--- src/rtl/ws_weight_loader_if.sv ---
// Upstream weight-buffer stream into the weight loader: one tile row per beat.
interface ws_weight_loader_if #(
  parameter int DW = 32
) ();
  logic          w_valid;
  logic          w_ready;
  logic [DW-1:0] w_data;

  // Weight buffer side: offers rows.
  modport master (
    output w_valid,
    output w_data,
    input  w_ready
  );

  // Loader side: accepts rows.
  modport slave (
    input  w_valid,
    input  w_data,
    output w_ready
  );
endinterface

--- src/rtl/ws_weight_loader.sv ---
// Weight-stationary loader: buffers one ROWS x COLS weight tile from the
// upstream stream, then shifts it down the PE columns (last row first) so
// that PE row r ends up holding tile row r. Sole driver of the array mode line.
module ws_weight_loader #(
  parameter int WORDWIDTH = 8,
  parameter int ROWS      = 4,
  parameter int COLS      = 4
) (
  input  logic                      clk,
  input  logic                      reset_n,
  ws_weight_loader_if.slave         w_if,
  input  logic                      array_busy,
  output logic                      mode_o,
  output logic [COLS*WORDWIDTH-1:0] w_col,
  output logic                      load_done,
  output logic                      weights_loaded
);

  localparam int DW = COLS * WORDWIDTH;
  localparam int CW = (ROWS > 2) ? $clog2(ROWS) : 1;
  localparam logic [CW-1:0] LAST = CW'(ROWS - 1);

  typedef enum logic [2:0] {
    S_IDLE,
    S_FILL,
    S_ARB,
    S_SHIFT,
    S_DONE
  } state_e;

  state_e        state_q, state_d;
  logic [CW-1:0] cnt_q, cnt_d;
  logic [DW-1:0] buf_q [ROWS];
  logic [DW-1:0] buf_d [ROWS];

  logic          mode_q, mode_d;
  logic [DW-1:0] w_col_q, w_col_d;
  logic          load_done_q, load_done_d;
  logic          weights_loaded_q, weights_loaded_d;

  logic          w_ready_int;
  logic          accept;

  // State, counter, tile buffer and registered outputs.
  always_ff @(posedge clk or negedge reset_n) begin
    if (!reset_n) begin
      state_q          <= S_IDLE;
      cnt_q            <= '0;
      for (int unsigned i = 0; i < ROWS; i++) buf_q[i] <= '0;
      mode_q           <= 1'b0;
      w_col_q          <= '0;
      load_done_q      <= 1'b0;
      weights_loaded_q <= 1'b0;
    end else begin
      state_q          <= state_d;
      cnt_q            <= cnt_d;
      buf_q            <= buf_d;
      mode_q           <= mode_d;
      w_col_q          <= w_col_d;
      load_done_q      <= load_done_d;
      weights_loaded_q <= weights_loaded_d;
    end
  end

  // Next state: fill rows, wait for an idle array, shift ROWS rows, finish.
  // cnt is the buffer write row while filling and the shift index while shifting.
  always_comb begin
    state_d = state_q;
    cnt_d   = cnt_q;
    buf_d   = buf_q;
    accept  = w_if.w_valid && w_ready_int;
    unique case (state_q)
      S_IDLE: begin
        if (accept) begin
          buf_d[0] = w_if.w_data;
          cnt_d    = CW'(1);
          state_d  = S_FILL;
        end
      end
      S_FILL: begin
        if (accept) begin
          buf_d[cnt_q] = w_if.w_data;
          if (cnt_q == LAST) begin
            cnt_d   = '0;
            state_d = S_ARB;
          end else begin
            cnt_d = cnt_q + CW'(1);
          end
        end
      end
      S_ARB: begin
        if (!array_busy) begin
          cnt_d   = '0;
          state_d = S_SHIFT;
        end
      end
      S_SHIFT: begin
        if (cnt_q == LAST) begin
          cnt_d   = '0;
          state_d = S_DONE;
        end else begin
          cnt_d = cnt_q + CW'(1);
        end
      end
      S_DONE:  state_d = S_IDLE;
      default: state_d = S_IDLE;
    endcase
  end

  // Outputs: registered values are derived from the next state so they line
  // up with the state they belong to; w_ready is decoded from the current state.
  always_comb begin
    w_ready_int      = reset_n && ((state_q == S_IDLE) || (state_q == S_FILL));
    mode_d           = (state_d == S_SHIFT);
    w_col_d          = '0;
    if (state_d == S_SHIFT) w_col_d = buf_q[LAST - cnt_d];
    load_done_d      = (state_d == S_DONE);
    weights_loaded_d = weights_loaded_q;
    if (state_d == S_SHIFT)     weights_loaded_d = 1'b0;
    else if (state_d == S_DONE) weights_loaded_d = 1'b1;
  end

  assign w_if.w_ready   = w_ready_int;
  assign mode_o         = mode_q;
  assign w_col          = w_col_q;
  assign load_done      = load_done_q;
  assign weights_loaded = weights_loaded_q;

endmodule

--- src/flat_wrapper.sv ---
// flat-port wrapper written by rule: the top's interface ports become plain ports
module ws_weight_loader_flat 
#(
  parameter int WORDWIDTH = 8,
  parameter int ROWS      = 4,
  parameter int COLS      = 4
)
  (clk, reset_n, array_busy, mode_o, w_col, load_done, weights_loaded, w_if_w_valid, w_if_w_data, w_if_w_ready);
  ws_weight_loader_if #(.DW(32)) w_if_i ();
  input  logic clk;
  input  logic reset_n;
  input  logic array_busy;
  output logic mode_o;
  output logic [COLS*WORDWIDTH-1:0] w_col;
  output logic load_done;
  output logic weights_loaded;
  input wire logic [$bits(w_if_i.w_valid)-1:0] w_if_w_valid;
  input wire logic [$bits(w_if_i.w_data)-1:0] w_if_w_data;
  output wire logic [$bits(w_if_i.w_ready)-1:0] w_if_w_ready;
  assign w_if_i.w_valid = w_if_w_valid;
  assign w_if_i.w_data = w_if_w_data;
  assign w_if_w_ready = w_if_i.w_ready;
  ws_weight_loader #(.WORDWIDTH(WORDWIDTH), .ROWS(ROWS), .COLS(COLS)) u_core (.clk(clk), .reset_n(reset_n), .w_if(w_if_i), .array_busy(array_busy), .mode_o(mode_o), .w_col(w_col), .load_done(load_done), .weights_loaded(weights_loaded));
endmodule
--- config.mk ---
export PLATFORM = sky130hd
export DESIGN_NAME = ws_weight_loader_flat
export DESIGN_NICKNAME = d
export VERILOG_FILES = /design/src/rtl/ws_weight_loader_if.sv /design/src/rtl/ws_weight_loader.sv /design/src/flat_wrapper.sv
export SDC_FILE = /design/constraint.sdc
export NUM_CORES = 1
export LEC_CHECK = 0
export CORE_UTILIZATION = 56
export CTS_CLUSTER_SIZE = 12
export DETAILED_ROUTE_END_ITERATION = 8
export GPL_ROUTABILITY_DRIVEN = 0
export GPL_TIMING_DRIVEN = 0
export PLACE_DENSITY_LB_ADDON = 0.3
export SYNTH_ARGS = -nofsm -noshare
export SYNTH_HDL_FRONTEND = slang
export SYNTH_SLANG_ARGS = --single-unit
export TNS_END_PERCENT = 5
--- constraint.sdc ---
create_clock -name clk -period 2.2 [get_ports clk]
set_input_delay 0.66 -clock clk [delete_from_list [all_inputs] [get_ports clk]]
set_output_delay 0.66 -clock clk [all_outputs]
set_load 0.005 [all_outputs]
Word level (Yosys, flattened, before mapping)
Index checks and enable logic that the tools add are counted.
{ "word_totals": {"register_bits": 168, "in_bits": 36, "output_inout_bits": 36, "elab_cells": 57} }
{ "classes": {"add_sub_neg": 2, "n_lt_le_gt_ge": 3, "n_eq_ne": 8, "muxes": 23, "bitwise": 2, "n_reduce_logical": 9} }
{ "ops": {"columns": ["cell", "n"], "rows": [
  ["two-way mux 32 bit", 5],
  ["bitwise mux 128 bit", 1],
  ["two-way mux 128 bit", 1],
  ["binary-select mux 32 bit (select 2 bit)", 1],
  ["demux 32 bit (select 2 bit)", 1],
  ["case mux 32 bit (2 select lines)", 1],
  ["two-way mux 3 bit", 5],
  ["case mux 3 bit (4 select lines)", 1],
  ["== test 3 x 2 -> 1 bit (second input constant)", 3],
  ["two-way mux 2 bit", 4],
  ["case mux 2 bit (4 select lines)", 1],
  [">= comparator 3 bit (second input constant)", 2],
  ["NOT 2 -> 3 bit", 2],
  ["!= test 2 x 1 -> 1 bit (second input constant)", 2],
  ["nonzero test 2 bit", 2],
  ["== test 3 x 1 -> 1 bit (second input constant)", 1],
  ["== test 3 bit (second input constant)", 1],
  ["logical AND 1 bit", 3],
  ["zero test 3 bit", 1],
  ["< comparator 3 x 1 -> 1 bit (second input constant)", 1],
  ["AND reduction 3 bit", 1],
  ["adder 2 x 1 -> 2 bit (second input constant)", 1],
  ["== test 2 bit (second input constant)", 1],
  ["two-way mux 1 bit", 2],
  ["3 further kinds", 3]
]} }

Longest topological paths before layout
Gate-level depths: netlist of run 1.
{ "depth": {"word_depth": 12, "depth_mapped": 8, "ltp_nobuf": 6} }

Worst setup path after synthesis of run 1
No wires, ideal clock.
{ "synth_timing": {"path_kind": "input-to-reg", "from": "input port w_if_w_valid", "to": "register u_core.w_col_q[0] (netlist: u_core.w_col[0])", "setup_ns": 0.135, "t_arrival_ns": 1.802, "path_slack_ns": 0.263, "stages": 7, "path_cell_list": "a21oi_1 > a311o_1 > a22o_1 > buf_6 > buf_6 > mux2i_1 > o22ai_1"} }
{ "synth_between": {"elab_chain_len": 9, "elab_cells_between_ends": 14, "cone_classes": "add/sub (1); eq/ne (1); mux (10); bitwise (1); reduce/logical (1)"} }
{ "synth_rtl": {"columns": ["element", "line_no", "text"], "rows": [
  ["from (decl)", "flat_wrapper.sv:17", "input wire logic [$bits(w_if_i.w_valid)-1:0] w_if_w_valid;"],
  ["logical AND 1 bit *", "ws_weight_loader.sv:71", "accept = w_if.w_valid && w_ready_int;"],
  ["two-way mux 2 bit, on equally long branches", "ws_weight_loader.sv:81, ws_weight_loader.sv:74", null],
  ["case mux 2 bit (4 select lines)", "ws_weight_loader.sv:72", "unique case (state_q)"],
  ["subtractor 2 bit", "ws_weight_loader.sv:116", "if (state_d == S_SHIFT) w_col_d = buf_q[LAST - cnt_d];"],
  ["NOT 2 -> 3 bit (not written as such)", "ws_weight_loader.sv:116", null],
  ["binary-select mux 32 bit (select 2 bit)", "ws_weight_loader.sv:116", null],
  ["two-way mux 32 bit (not written as such) (2 in a row)", "ws_weight_loader.sv:116", null],
  ["two-way mux 32 bit *", "ws_weight_loader.sv:116", null],
  ["named net u_core.w_col_d[0]", "ws_weight_loader.sv:37", "logic [DW-1:0] w_col_q, w_col_d;"],
  ["to (signal assigned)", "ws_weight_loader.sv:59", "w_col_q <= w_col_d;"],
  ["to (decl)", "ws_weight_loader.sv:37", null]
]} }
The timed path passes the listed nets; every way through them passes the cells marked *. The select of a mux whose other input is x is not followed.
A chain may end at the register's enable or synchronous reset.

Final worst setup path of run 1
{ "layout_timing": {"from": "input port w_if_w_valid", "to": "register u_core.w_col_q[26] (netlist: u_core.w_col[26])"} }
The elaborated chain is that of the path after synthesis.

==> flow_metrics.env, run 1 <==
export IMPL_worstPathArrival_ns=2.48
export IMPL_fin_worst_skew_ns=0.004459
export IMPL_pwr_share_comb_pct=33.4
export IMPL_root_buffer="clkbuf_16"
export IMPL_nNetsFinal=586
export IMPL_synth_distinct_cells=25
export IMPL_fmax_mhz=458.3
export IMPL_pre_cts_ws_ns=-0.7976
export IMPL_grt_pass1_wl_mm=22.78
export IMPL_syn_area_um2=6892
export IMPL_slew_headroom_pct=62.81
export IMPL_switching_share_pct=28.87
export IMPL_rrSetupSlack_ns=0.11
export IMPL_clock_path_buffers=2
export IMPL_post_dp_hpwl_mm=8.759
export IMPL_drt_iter0_markers=206
export IMPL_syn_inst=454
export IMPL_violations="design-rule violations"
export IMPL_yosysTopAreaCellShare_pct=61.00
export IMPL_dp_cells=673
export IMPL_layout_drive_gt1_share_pct=34.53
export IMPL_wire_per_inst_um=19.58
export IMPL_crit_path_end_kind="flip-flop"
export IMPL_ys_ff_latch=168
export IMPL_die_area_um2=12750
export IMPL_synth_top_cell_by_area="dfrtp_1"
export IMPL_clk_pin_slew_ns=0.06
export IMPL_pwr_share_seq_pct=41.9
export IMPL_ys_warn_count=0
export IMPL_post_drt_via_cell_ratio=5.727
export IMPL_die_w_um=112.9
export IMPL_grt_max_degree=115
export IMPL_vias=4043
export IMPL_drv_cap=0
export IMPL_hold_violations=0
export IMPL_die_h_um=112.9
export IMPL_critPathRequiredTime_ns=2.50
export IMPL_worstReg2RegStart="u_core.cnt_q[0]"
export IMPL_initial_core_util_pct=57.38
export IMPL_switching_power_mw=3.577
export IMPL_clkPwrFrac_pct=24.7
export IMPL_worst_slew_pin_slew_ns=0.5578
export IMPL_finalCriticalPeriod_ns=2.182
export IMPL_ff2ff_path_depth=7
export IMPL_powerDensity_nw_per_um2=1458
export IMPL_peakVddDrop_uv=844.2
export IMPL_synthesis_nets=494
export IMPL_worst_hold_path_type="in -> async"
export IMPL_drc=1
export IMPL_synthTopCellsByArea="dfrtp_1, mux2_2, mux2i_1"
export IMPL_rows=40
export IMPL_antenna_found_initial=0
export IMPL_io_pins=72
export IMPL_core_area_um2=12010
export IMPL_drt_total_wl_mm=13.83
export IMPL_rsz0062_at_grt="yes"
export IMPL_slew_viol_final=0
export IMPL_final_cells=706
export IMPL_hold_ws_ns=0.1145
export IMPL_crit_type="in -> reg"
export IMPL_overflow=0
export IMPL_tns_ns=0
export IMPL_startpoint_type="input port"
export IMPL_numCtsBuffers=17
export IMPL_cts_num_sinks=168
export IMPL_grtUsageTotal_pct=23.91
export IMPL_final_common_cell="dfrtp_1"
export IMPL_ant_nets=0
export IMPL_htreeDepth=4
export IMPL_portBuffers=71
export IMPL_path_max_fanout=10
export IMPL_post_route_util_pct=70.75
export IMPL_hold_buffers=0
export IMPL_grt_pass1_vias=4329
export IMPL_r2r_end="u_core.w_col[13]"
export IMPL_status="complete, but fails checks"
export IMPL_yosysSeqAreaShare_pct=61.00
export IMPL_fin_ws_ns=0.01816
export IMPL_clk_latency_ns=0.43
export IMPL_area_delta_synth_final_pct=23.31
export IMPL_p_leak_nw=3.807
export IMPL_syn_area_per_cell_um2=15.18
export IMPL_min_period_over_period_pct=99.17
export IMPL_finalSetupViolations=0
export IMPL_layout_common_cells="dfrtp_1, mux2_2, clkdlybuf4s50_1, mux2i_1, o22ai_1"
export IMPL_intPower_mw=8.813
export IMPL_cts_tree="built"
export IMPL_diodes=0
export IMPL_first_pass_iters=6
[registers in the layout (all words and copies together), names as in the netlist]
name	count
u_core.mode_o	1
u_core.weights_loaded	1
u_core.cnt_q	2
u_core.load_done	1
u_core.w_col	32
u_core.state_q	3
u_core.buf_q	128
[Yosys cell counts, drive strengths merged]
library cell  number
nand3b             1
o22ai             33
a32o               1
nor3               1
inv                4
a311o              1
mux2i             64
nor2               2
nor4               1
mux2             128
nand2b             4
nand3              2
a21oi              3
buf               23
dfrtp            168
a22o               1
o22a               1
nand2              3
nor3b              3
ha                 4
o21bai             1
o21ai              1
clkbuf             4
[cell type report]
class	instances	area (um2)
plain buffers	26	182.7
well taps	147	183.9
flip-flops and latches	168	4204
fillers	832	3513
inverters	4	15.01
multi-input cells	255	2540
clock buffers	25	495.5
repair buffers	74	762.0
clock inverters	7	115.1
[cells by family (layout without fill, tap and decap cells)]
group | after synthesis | in the layout | share of synthesized area (%)
compound gates | 42 | 42 | 3.940
simple gates | 17 | 17 | 1.470
fa+ha+maj | 4 | 4 | 0.7262
buf+inv | 31 | 136 | 2.650
mux | 192 | 192 | 30.21
flops | 168 | 168 | 61.00
[stage by stage]
step	power (mW)	instance area, um2
after CTS	12.43	8466
after global routing	13.05	8498
after detailed placement	9.307	7819
after floorplan	7.903	6892
final	12.39	8498
after global placement	9.069	7786
[worst max path at each step]
| stage | to | start | slack, ns |
|---|---|---|---|
| 6_report | u_core.w_col[26] | w_if_w_valid | 0.02 |
| 5_1_grt | u_core.w_col[14] | w_if_w_valid | -0.02 |
| 4_1_cts | u_core.w_col[13] | w_if_w_valid | -0.003 |
| 3_5_place_dp | u_core.w_col[13] | w_if_w_valid | -0.80 |
| 3_3_place_gp | u_core.w_col[14] | reset_n | -6.62 |
| 2_1_floorplan | u_core.w_col[0] | w_if_w_valid | 0.26 |
[critical path, stage by stage]
cell and delay, ns:
clkdlybuf4s50_1 0.49, a21oi_1 0.10, a311o_1 0.31, a22o_1 0.26, buf_6 0.17, buf_8 0.17
mux2i_2 0.20, o22ai_1 0.11
[timing repair]
action | CTS | global route
pin swaps | 1 | 2
endpoints found under the setup margin | 150 | 151
buffers inserted | 0 | 2
gates resized for setup | 13 | 4
[power by group through the flow]
stage | logic (mW) | clock network [mW] | registers [mW]
after global placement | 3.95 | 0 | 5.12
after global routing | 4.47 | 3.23 | 5.35
after detailed placement | 4.08 | 0 | 5.22
final | 4.14 | 3.06 | 5.19
after floorplan | 2.86 | 0 | 5.04
after CTS | 4.15 | 3.10 | 5.18
[metal layers]
layer,vias to the layer above,GRT usage [%],part of all wire [%]
met5,-,0,0
met4,0,9.386,1.8
met3,21,5.088,3.0
met2,88,39.22,50
met1,2102,31.51,45
li1,1832,-,-
Note: power is estimated with default switching activity, not from simulation.
==> run 2: changes to the inputs <==
--- a/config.mk
+++ b/config.mk
@@ -14,4 +14,4 @@
 export SYNTH_ARGS = -nofsm -noshare
 export SYNTH_HDL_FRONTEND = slang
 export SYNTH_SLANG_ARGS = --single-unit
-export TNS_END_PERCENT = 5
+export TNS_END_PERCENT = 10
==> results of run 2 <==
No change in the layout: final DEF, timing and power equal those of run 1.
==> run 3: changes to the inputs <==
--- a/config.mk
+++ b/config.mk
@@ -5,11 +5,12 @@
 export SDC_FILE = /design/constraint.sdc
 export NUM_CORES = 1
 export LEC_CHECK = 0
+export ABC_CLOCK_PERIOD_IN_PS = 2200
 export CORE_UTILIZATION = 56
 export CTS_CLUSTER_SIZE = 12
 export DETAILED_ROUTE_END_ITERATION = 8
 export GPL_ROUTABILITY_DRIVEN = 0
-export GPL_TIMING_DRIVEN = 0
+export GPL_TIMING_DRIVEN = 1
 export PLACE_DENSITY_LB_ADDON = 0.3
 export SYNTH_ARGS = -nofsm -noshare
 export SYNTH_HDL_FRONTEND = slang
==> run 3 against run 2 <==
The flow now finishes without violations. Hold slack better by 0.25 ns. Design area up 0.34%. Clock power down 13%. Critical endpoint is now u_core.w_col[4]. Highest routed layer unchanged.
==> flow_metrics.env, run 3 (synthesized netlist as in run 1, its figures left out) <==
export IMPL_crit_path_end_kind="flip-flop"
export IMPL_first_pass_iters=6
export IMPL_htreeDepth=4
export IMPL_clk_latency_ns=0.42
export IMPL_antenna_found_initial=0
export IMPL_layout_drive_gt1_share_pct=34.12
export IMPL_fmax_mhz=464.5
export IMPL_drt_iter0_markers=252
export IMPL_grt_util_met1_pct=28.33
export IMPL_min_period_over_period_pct=97.85
export IMPL_die_h_um=112.9
export IMPL_hold_ws_ns=0.3639
export IMPL_clock_path_buffers=2
export IMPL_vias=4049
export IMPL_post_route_util_pct=70.99
export IMPL_critPathMaxStageDelay_ns=0.49
export IMPL_cts_num_sinks=168
export IMPL_met3_usage_pct=4.981
export IMPL_diodes=0
export IMPL_powerDensity_nw_per_um2=1416
export IMPL_fin_worst_skew_ns=0.005552
export IMPL_grt_pass1_vias=4332
export IMPL_finalCriticalPeriod_ns=2.153
export IMPL_hold_violations=0
export IMPL_post_drt_via_cell_ratio=5.801
export IMPL_area_delta_synth_final_pct=23.73
export IMPL_startpoint_type="input port"
export IMPL_placed_cell_area_um2=8014
export IMPL_layout_common_cells="dfrtp_1, mux2_2, clkdlybuf4s50_1, mux2i_1, o22ai_1"
export IMPL_die_area_um2=12750
export IMPL_ant_nets=0
export IMPL_worstPathArrival_ns=2.44
export IMPL_post_dp_hpwl_mm=8.646
export IMPL_initial_core_util_pct=57.38
export IMPL_die_w_um=112.9
export IMPL_cts_resized=2
export IMPL_slew_viol_final=0
export IMPL_numCtsBuffers=17
export IMPL_status="complete, no violations"
export IMPL_io_pins=72
export IMPL_wire_per_inst_um=19.24
export IMPL_peakVddDrop_uv=734.9
export IMPL_crit_slowest_cell="clkdlybuf4s50_1"
export IMPL_power_mw=12.07
export IMPL_worst_hold_path_type="in -> async"
export IMPL_crit_type="in -> reg"
export IMPL_grtUsageTotal_pct=23.30
export IMPL_overflow=0
export IMPL_cts_setup_buffers=0
export IMPL_portBuffers=71
export IMPL_top_register="u_core.buf_q"
export IMPL_grt_pass1_wl_mm=22.35
export IMPL_top_usage_layer="met2"
export IMPL_worst_slew_pin_slew_ns=0.7302
export IMPL_nNetsFinal=584
export IMPL_final_common_cell="dfrtp_1"
export IMPL_cts_tree="built"
export IMPL_finalSetupViolations=0
export IMPL_drt_total_wl_mm=13.43
export IMPL_worstReg2RegStart="u_core.cnt_q[0]"
export IMPL_fin_ws_ns=0.04722
export IMPL_rrSetupSlack_ns=0.24
export IMPL_path_max_fanout=20
export IMPL_grt_max_degree=62
export IMPL_rsz0062_at_grt="no"
export IMPL_slew_headroom_pct=51.32
export IMPL_path_cells="clkdlybuf4s50_1, a21oi_1, a311o_1, a22o_4, buf_12, mux2i_1, o22ai_1"
export IMPL_core_area_um2=12010
export IMPL_root_buffer="clkbuf_16"
export IMPL_drv_cap=0
export IMPL_pre_cts_ws_ns=-0.3610
export IMPL_hold_buffers=0
export IMPL_p_leak_nw=3.822
export IMPL_final_area_um2=8527
export IMPL_r2r_end="u_core.w_col[22]"
export IMPL_met2_usage_pct=40.99
export IMPL_critPathRequiredTime_ns=2.49
export IMPL_ff2ff_path_depth=8
export IMPL_rows=40
export IMPL_drc=0
export IMPL_clk_pin_slew_ns=0.06
export IMPL_largest_reg_flops=128
export IMPL_num_fill_cells=782
run 3: worst max-delay path, delay by kind of cell:
family	cells	cell delay, ns
AO/OA/AOI/OAI	4	0.91
buffers and inverters	2	0.67
multiplexers	1	0.19
run 3: layer usage:
layer	vias up	part of all wire, %
met3	14	3.1
li1	1831	-
met1	2132	43
met4	0	1.2
met5	-	0
met2	72	53
run 3: area by class of cell:
class                   instances  area, um2  share of cell area (%)
flip-flops and latches        168       4205                   49.32
multi-input cells             255       2546                   29.86
repair buffers                 98       1064                   12.47
clock buffers                  21      460.4                   5.400
well taps                     147      183.9                   2.157
clock inverters                 5      52.55                  0.6163
inverters                       4      15.01                  0.1761
run 3: worst max-delay path by stage:
stage / from / endpoint / slack [ns]
3_5_place_dp: w_if_w_valid / u_core.w_col[12] / -0.36
4_1_cts: w_if_w_valid / u_core.w_col[4] / 0.05
5_1_grt: w_if_w_valid / u_core.w_col[4] / 0.007
6_report: w_if_w_valid / u_core.w_col[4] / 0.05
2_1_floorplan: w_if_w_valid / u_core.w_col[0] / 0.26
3_3_place_gp: w_if_w_valid / u_core.w_col[13] / -0.28
run 3: metrics by stage:
| stage | setup TNS, ns | std cells |
|---|---|---|
| global placement | -20.30 | 672 |
| finish | 0 | 698 |
| detailed placement | -22.63 | 672 |
| CTS | 0 | 698 |
| floorplan | 0 | 454 |
| global route | 0 | 698 |
run 3: where the power goes:
group / switching [mW] / total (mW) / leakage (nW) / internal, mW
Combinational: 1.69 / 4.22 / 1.47 / 2.53
Sequential: 0.710 / 5.21 / 2.10 / 4.50
Clock: 1.08 / 2.65 / 0.252 / 1.57
Total: 3.47 / 12.1 / 3.82 / 8.60
